===== config.mk =====
export PLATFORM = sky130hd
export DESIGN_NAME = light_decoder
export DESIGN_NICKNAME = d
export VERILOG_FILES = /design/src/rtl/light_decoder_pkg.sv /design/src/rtl/light_decoder_rgb_decode.sv /design/src/rtl/light_decoder.sv
export SDC_FILE = /design/constraint.sdc
export NUM_CORES = 1
export LEC_CHECK = 0
export BUFFER_PORTS_ARGS = -buffer_cell sky130_fd_sc_hd__buf_4
export CAP_MARGIN = 25
export CELL_PAD_IN_SITES_DETAIL_PLACEMENT = 1
export CELL_PAD_IN_SITES_GLOBAL_PLACEMENT = 1
export CORE_MARGIN = 8
export CORE_UTILIZATION = 47
export CTS_BUF_LIST = sky130_fd_sc_hd__clkbuf_16
export CTS_CLUSTER_DIAMETER = 80
export DETAILED_ROUTE_END_ITERATION = 8
export PLACE_DENSITY = 0.9
export SLEW_MARGIN = 10
export SYNTH_ARGS = -nofsm -noshare
export SYNTH_HDL_FRONTEND = slang
export SYNTH_HIERARCHICAL = 1
export SYNTH_SLANG_ARGS = --single-unit

===== constraint.sdc =====
create_clock -name clk -period 3.85 [get_ports clk]
set_clock_uncertainty 0.1 [all_clocks]
set_input_delay 0.1925 -clock clk [delete_from_list [all_inputs] [get_ports clk]]
set_output_delay 0.1925 -clock clk [all_outputs]
set_load 0.03 [all_outputs]

===== src/rtl/light_decoder_pkg.sv =====
// Shared colour codes, RGB constants and FSM state for light_decoder.
// Also provides the byte classifier used by rgb_decode.
package light_pkg;

  localparam logic [2:0] COL_BLACK   = 3'd0;
  localparam logic [2:0] COL_BLUE    = 3'd1;
  localparam logic [2:0] COL_GREEN   = 3'd2;
  localparam logic [2:0] COL_CYAN    = 3'd3;
  localparam logic [2:0] COL_RED     = 3'd4;
  localparam logic [2:0] COL_MAGENTA = 3'd5;
  localparam logic [2:0] COL_YELLOW  = 3'd6;
  localparam logic [2:0] COL_WHITE   = 3'd7;

  localparam logic [23:0] RGB_BLACK   = 24'h000000;
  localparam logic [23:0] RGB_BLUE    = 24'h0000FF;
  localparam logic [23:0] RGB_GREEN   = 24'h00FF00;
  localparam logic [23:0] RGB_CYAN    = 24'h00FFFF;
  localparam logic [23:0] RGB_RED     = 24'hFF0000;
  localparam logic [23:0] RGB_MAGENTA = 24'hFF00FF;
  localparam logic [23:0] RGB_YELLOW  = 24'hFFFF00;
  localparam logic [23:0] RGB_WHITE   = 24'hFFFFFF;

  typedef enum logic [1:0] {
    ST_IDLE,
    ST_SETTLE,
    ST_LOCKED
  } state_t;

  function automatic logic byte_ok(input logic [7:0] b);
    return (b == 8'h00) || (b == 8'hFF);
  endfunction

endpackage


===== src/rtl/light_decoder_rgb_decode.sv =====
// Combinational RGB classifier: value -> 3-bit colour code plus ok flag.
// Ports: value[23:0] in; colour[2:0], ok out (colour meaningful only if ok).
module rgb_decode
  import light_pkg::*;
(
  input  logic [23:0] value,
  output logic [2:0]  colour,
  output logic        ok
);

  assign ok = byte_ok(value[23:16])
            & byte_ok(value[15:8])
            & byte_ok(value[7:0]);

  // A legal byte is all-zeros or all-ones, so its MSB is the colour bit.
  assign colour = {value[23], value[15], value[7]};

endmodule


===== src/rtl/light_decoder.sv =====
// Debounces/qualifies the RGB light bus and reports the committed colour.
// Ports: clk, rst, light[23:0] in; colour, valid, err, changed, change_count out.
module light_decoder
  import light_pkg::*;
#(
  parameter int unsigned STABLE_CYCLES = 4
) (
  input  logic        clk,
  input  logic        rst,
  input  logic [23:0] light,
  output logic [2:0]  colour,
  output logic        valid,
  output logic        err,
  output logic        changed,
  output logic [7:0]  change_count
);

  localparam logic [7:0] STABLE = 8'(STABLE_CYCLES);

  state_t      state_q, state_d;
  logic [23:0] light_q;
  logic [23:0] cand_q, cand_d;
  logic [23:0] held_q;
  logic [7:0]  cnt_q, cnt_d;
  logic        commit;
  logic [2:0]  dec_colour;
  logic        dec_ok;

  rgb_decode u_dec (
    .value  (cand_q),
    .colour (dec_colour),
    .ok     (dec_ok)
  );

  always_ff @(posedge clk or posedge rst) begin
    if (rst) begin
      state_q <= ST_IDLE;
      cand_q  <= '0;
      cnt_q   <= '0;
    end else begin
      state_q <= state_d;
      cand_q  <= cand_d;
      cnt_q   <= cnt_d;
    end
  end

  always_comb begin
    state_d = state_q;
    cand_d  = cand_q;
    cnt_d   = cnt_q;
    commit  = 1'b0;
    unique case (state_q)
      ST_IDLE: begin
        state_d = ST_SETTLE;
        cand_d  = light_q;
        cnt_d   = 8'd1;
      end
      ST_SETTLE: begin
        if (light_q != cand_q) begin
          cand_d = light_q;
          cnt_d  = 8'd1;
        end else if (cnt_q == STABLE) begin
          commit  = 1'b1;
          state_d = ST_LOCKED;
        end else begin
          cnt_d = cnt_q + 8'd1;
        end
      end
      ST_LOCKED: begin
        if (light_q != held_q) begin
          state_d = ST_SETTLE;
          cand_d  = light_q;
          cnt_d   = 8'd1;
        end
      end
      default: state_d = ST_IDLE;
    endcase
  end

  // colour doubles as the last decodable code, so an err commit
  // followed by the old colour produces no pulse.
  always_ff @(posedge clk or posedge rst) begin
    if (rst) begin
      light_q      <= '0;
      held_q       <= '0;
      colour       <= COL_BLACK;
      valid        <= 1'b0;
      err          <= 1'b0;
      changed      <= 1'b0;
      change_count <= '0;
    end else begin
      light_q <= light;
      changed <= 1'b0;
      if (commit) begin
        held_q <= cand_q;
        if (dec_ok) begin
          colour <= dec_colour;
          valid  <= 1'b1;
          err    <= 1'b0;
          if (dec_colour != colour) begin
            changed <= 1'b1;
            if (change_count != 8'hFF)
              change_count <= change_count + 8'd1;
          end
        end else begin
          valid <= 1'b0;
          err   <= 1'b1;
        end
      end
    end
  end

endmodule

==> out/metrics.yaml <==
yosysSeqAreaShare: 0.549
setup_viol: 0
antenna_found_initial: 0
dp.cells: 531
avgViaCountPerCell: 5.66
outcome: "finished clean"
grt_overflow: 0
start_util: 0.478
wire_per_inst_um: 20.1
yosys.area.top_type: "dfrtp_1"
fin_cells: 572
syn-num-nets: 418
min_path_type: "in -> reg"
finalSetupTns_ps: 0
drtIter0Drc: 136
intPower_mw: 1.60
rsz0062_at_grt: "false"
syn_area_um2: 4380
cp_cell_sequence: "xor2_1, nor4_1, nand3_1, nor3_2, buf_4, nand2_1, nand2_1"
cts_buffers: 9
ant_nets: 0
r2r_setup_slack_ps: 980
regArea_um2: 2400
syn_avg_cell_area_um2: 11.3
slew_headroom: 0.536
reg2reg_depth: 7
drive_gt1_frac: 0.169
port_buffers: 39
place_hpwl_um: 7710
startpoint: "cand_q[13]$_DFFE_PP0P_"
reg2reg_from: "cand_q[13]$_DFFE_PP0P_"
cp-endpoint: "held_q[10]$_DFFE_PP0P_"
std_cell_rows: 35
crit_buf_inv: 1
worstPathMaxFanout: 24
post_cts_resized: 0
hold_viol_final: 0
max_freq_mhz: 349
clock_sinks: 96
grt_pass1_wl_um: 19300
hold_slack_ps: 380
clockRootBuffer: "clkbuf_16"
final_cell_area_um2: 5310
path_class: "reg -> reg"
drv_slew: 0
pre_cts_ws_ps: 1060
die-area_um2: 12700
r2r_end: "held_q[10]$_DFFE_PP0P_"
worst_setup_path_start_kind: "flop"
top_level_ports: 40
final_cell_mix: "96 x dfrtp_1, 85 x nand2_1, 44 x buf_4, 43 x xor2_1, 25 x dlygate4sd3_1"
endpoint_kind: "flop"
peakVddDrop_v: 0.000207
grt_pass1_vias: 3692
synthArstFlopShare: 1.00
final_util: 0.580
cts_tree: "yes"
gp_congestion: 0.851
placed_area_um2: 4770
hp-start: "light[10]"
multi_input_area_um2: 1880
grtUsageTotal: 0.196
finalPower_mw: 2.10
die_h_um: 113
path_clk_slew_ps: 70
grt_max_degree: 50
leakagePower_nw: 2.50
period_minus_slack_ps: 2870
cp_num_cells: 7
synth_seq_cells: 96
areaGrowthSynthToFinish_pct: 21.3
synth_area_leaders: "dfrtp_1 55%, xor2_1 8.6%, nand2_1 7.3%"
maxCapViolCount: 0
dieWidth_um: 113
setup_slack_ps: 981
p_comb_frac: 0.058
drc: 0
yosysWarnings: 6
crit_family: "simple AND/OR/NAND/NOR gates"
synthDistinctLibCells: 42
p_sw_frac: 0.236
crit_path_frequent_cell: "nand2_1"
fillers: 980
routed_wl_um: 11500
core-area_um2: 9150
crit_path_max_incr_delay_ps: 630
synthFlopType: "dfrtp_1"
power_frac_seq: 0.512
clock_latency_ps: 350
drt_first_pass_iters: 4
required_ps: 4040
mostFrequentLayoutCell: "dfrtp_1"
powerDensity_nw_per_um2: 394
cp_data_arrival_time_ps: 3060
antenna_cells: 0
synth_top_area_share: 0.549
final_nets: 485
synthCells: 389
clkPwrFrac: 0.429
tightest_slew_ps: 689
netSwitchingPower_mw: 0.495
synth_edf_count: 0
fin_crit_sh: 0.745
clock_path_buffers: 2
htreeDepth: 3
vias: 3236
slowest_stage: "nor4_1"
-- how the worst min path moves through the flow --
stage	to	slack (ps)	depth (start not counted)
detailed placement	light_q[5]$_DFF_PP0_	200	1
CTS	light_q[10]$_DFF_PP0_	380	2
global route	light_q[8]$_DFF_PP0_	380	2
global placement	light_q[0]$_DFF_PP0_	200	1
floorplan	light_q[0]$_DFF_PP0_	120	0
finish	light_q[10]$_DFF_PP0_	380	2
-- Yosys cell counts, types with 5 or more instances --
cell	n
nor4_1	14
or3_1	8
nand3_1	7
xnor2_1	14
xor2_1	43
and3_1	12
a31oi_1	11
dfrtp_1	96
buf_2	5
mux2_2	8
nand2_1	85
mux2_1	21
nand4_1	15
-- power groups by stage --
stage	clock network [mW]	registers (mW)	logic [mW]
CTS	0.906	1.07	0.122
detailed placement	0	1.09	0.101
global route	0.951	1.08	0.134
floorplan	0	1.08	0.0611
finish	0.900	1.07	0.122
global placement	0	1.09	0.0972
-- metal layers --
layer | part of all wire | global-route usage | up-vias | routed length, um
li1 | - | - | 1480 | -
met5 | 0 | 0 | - | 0
met1 | 0.41 | 0.227 | 1647 | 4680
met3 | 0.047 | 0.0451 | 29 | 542
met4 | 0.036 | 0.103 | 0 | 408
met2 | 0.51 | 0.334 | 80 | 5850
-- cell families (layout without fill, tap and decap cells) --
logic type / count (synthesis) / in the layout / synth area share
AO/OA/AOI/OAI: 18 / 18 / 0.0269
XOR/XNOR: 57 / 57 / 0.114
multiplexers: 30 / 30 / 0.0769
AND/OR/NAND/NOR: 168 / 168 / 0.202
adder cells (fa/ha/maj): 3 / 3 / 0.00857
flip-flops: 96 / 96 / 0.549
buffers and inverters: 17 / 89 / 0.0229
-- flip-flops by register name (all words and copies together) (netlist names) --
signal	flops
cnt_q	8
err	1
cand_q	24
valid	1
changed	1
light_q	24
colour	3
change_count	8
state_q	2
held_q	24
-- final cells by class --
type	count	share of cell area
clock buffers	9	0.0424
repair buffers	69	0.109
well taps	111	0.0261
inverters	4	0.00306
multi-input cells	276	0.354
clock inverters	7	0.0130
flip-flops and latches	96	0.452
-- what timing repair did --
action | 4_1_cts | 5_1_grt
hold endpoints to repair | 120 | 0
hold buffers | 25 | 0
buffers inserted | 0 | 0
(Power assumes the default switching activity.)
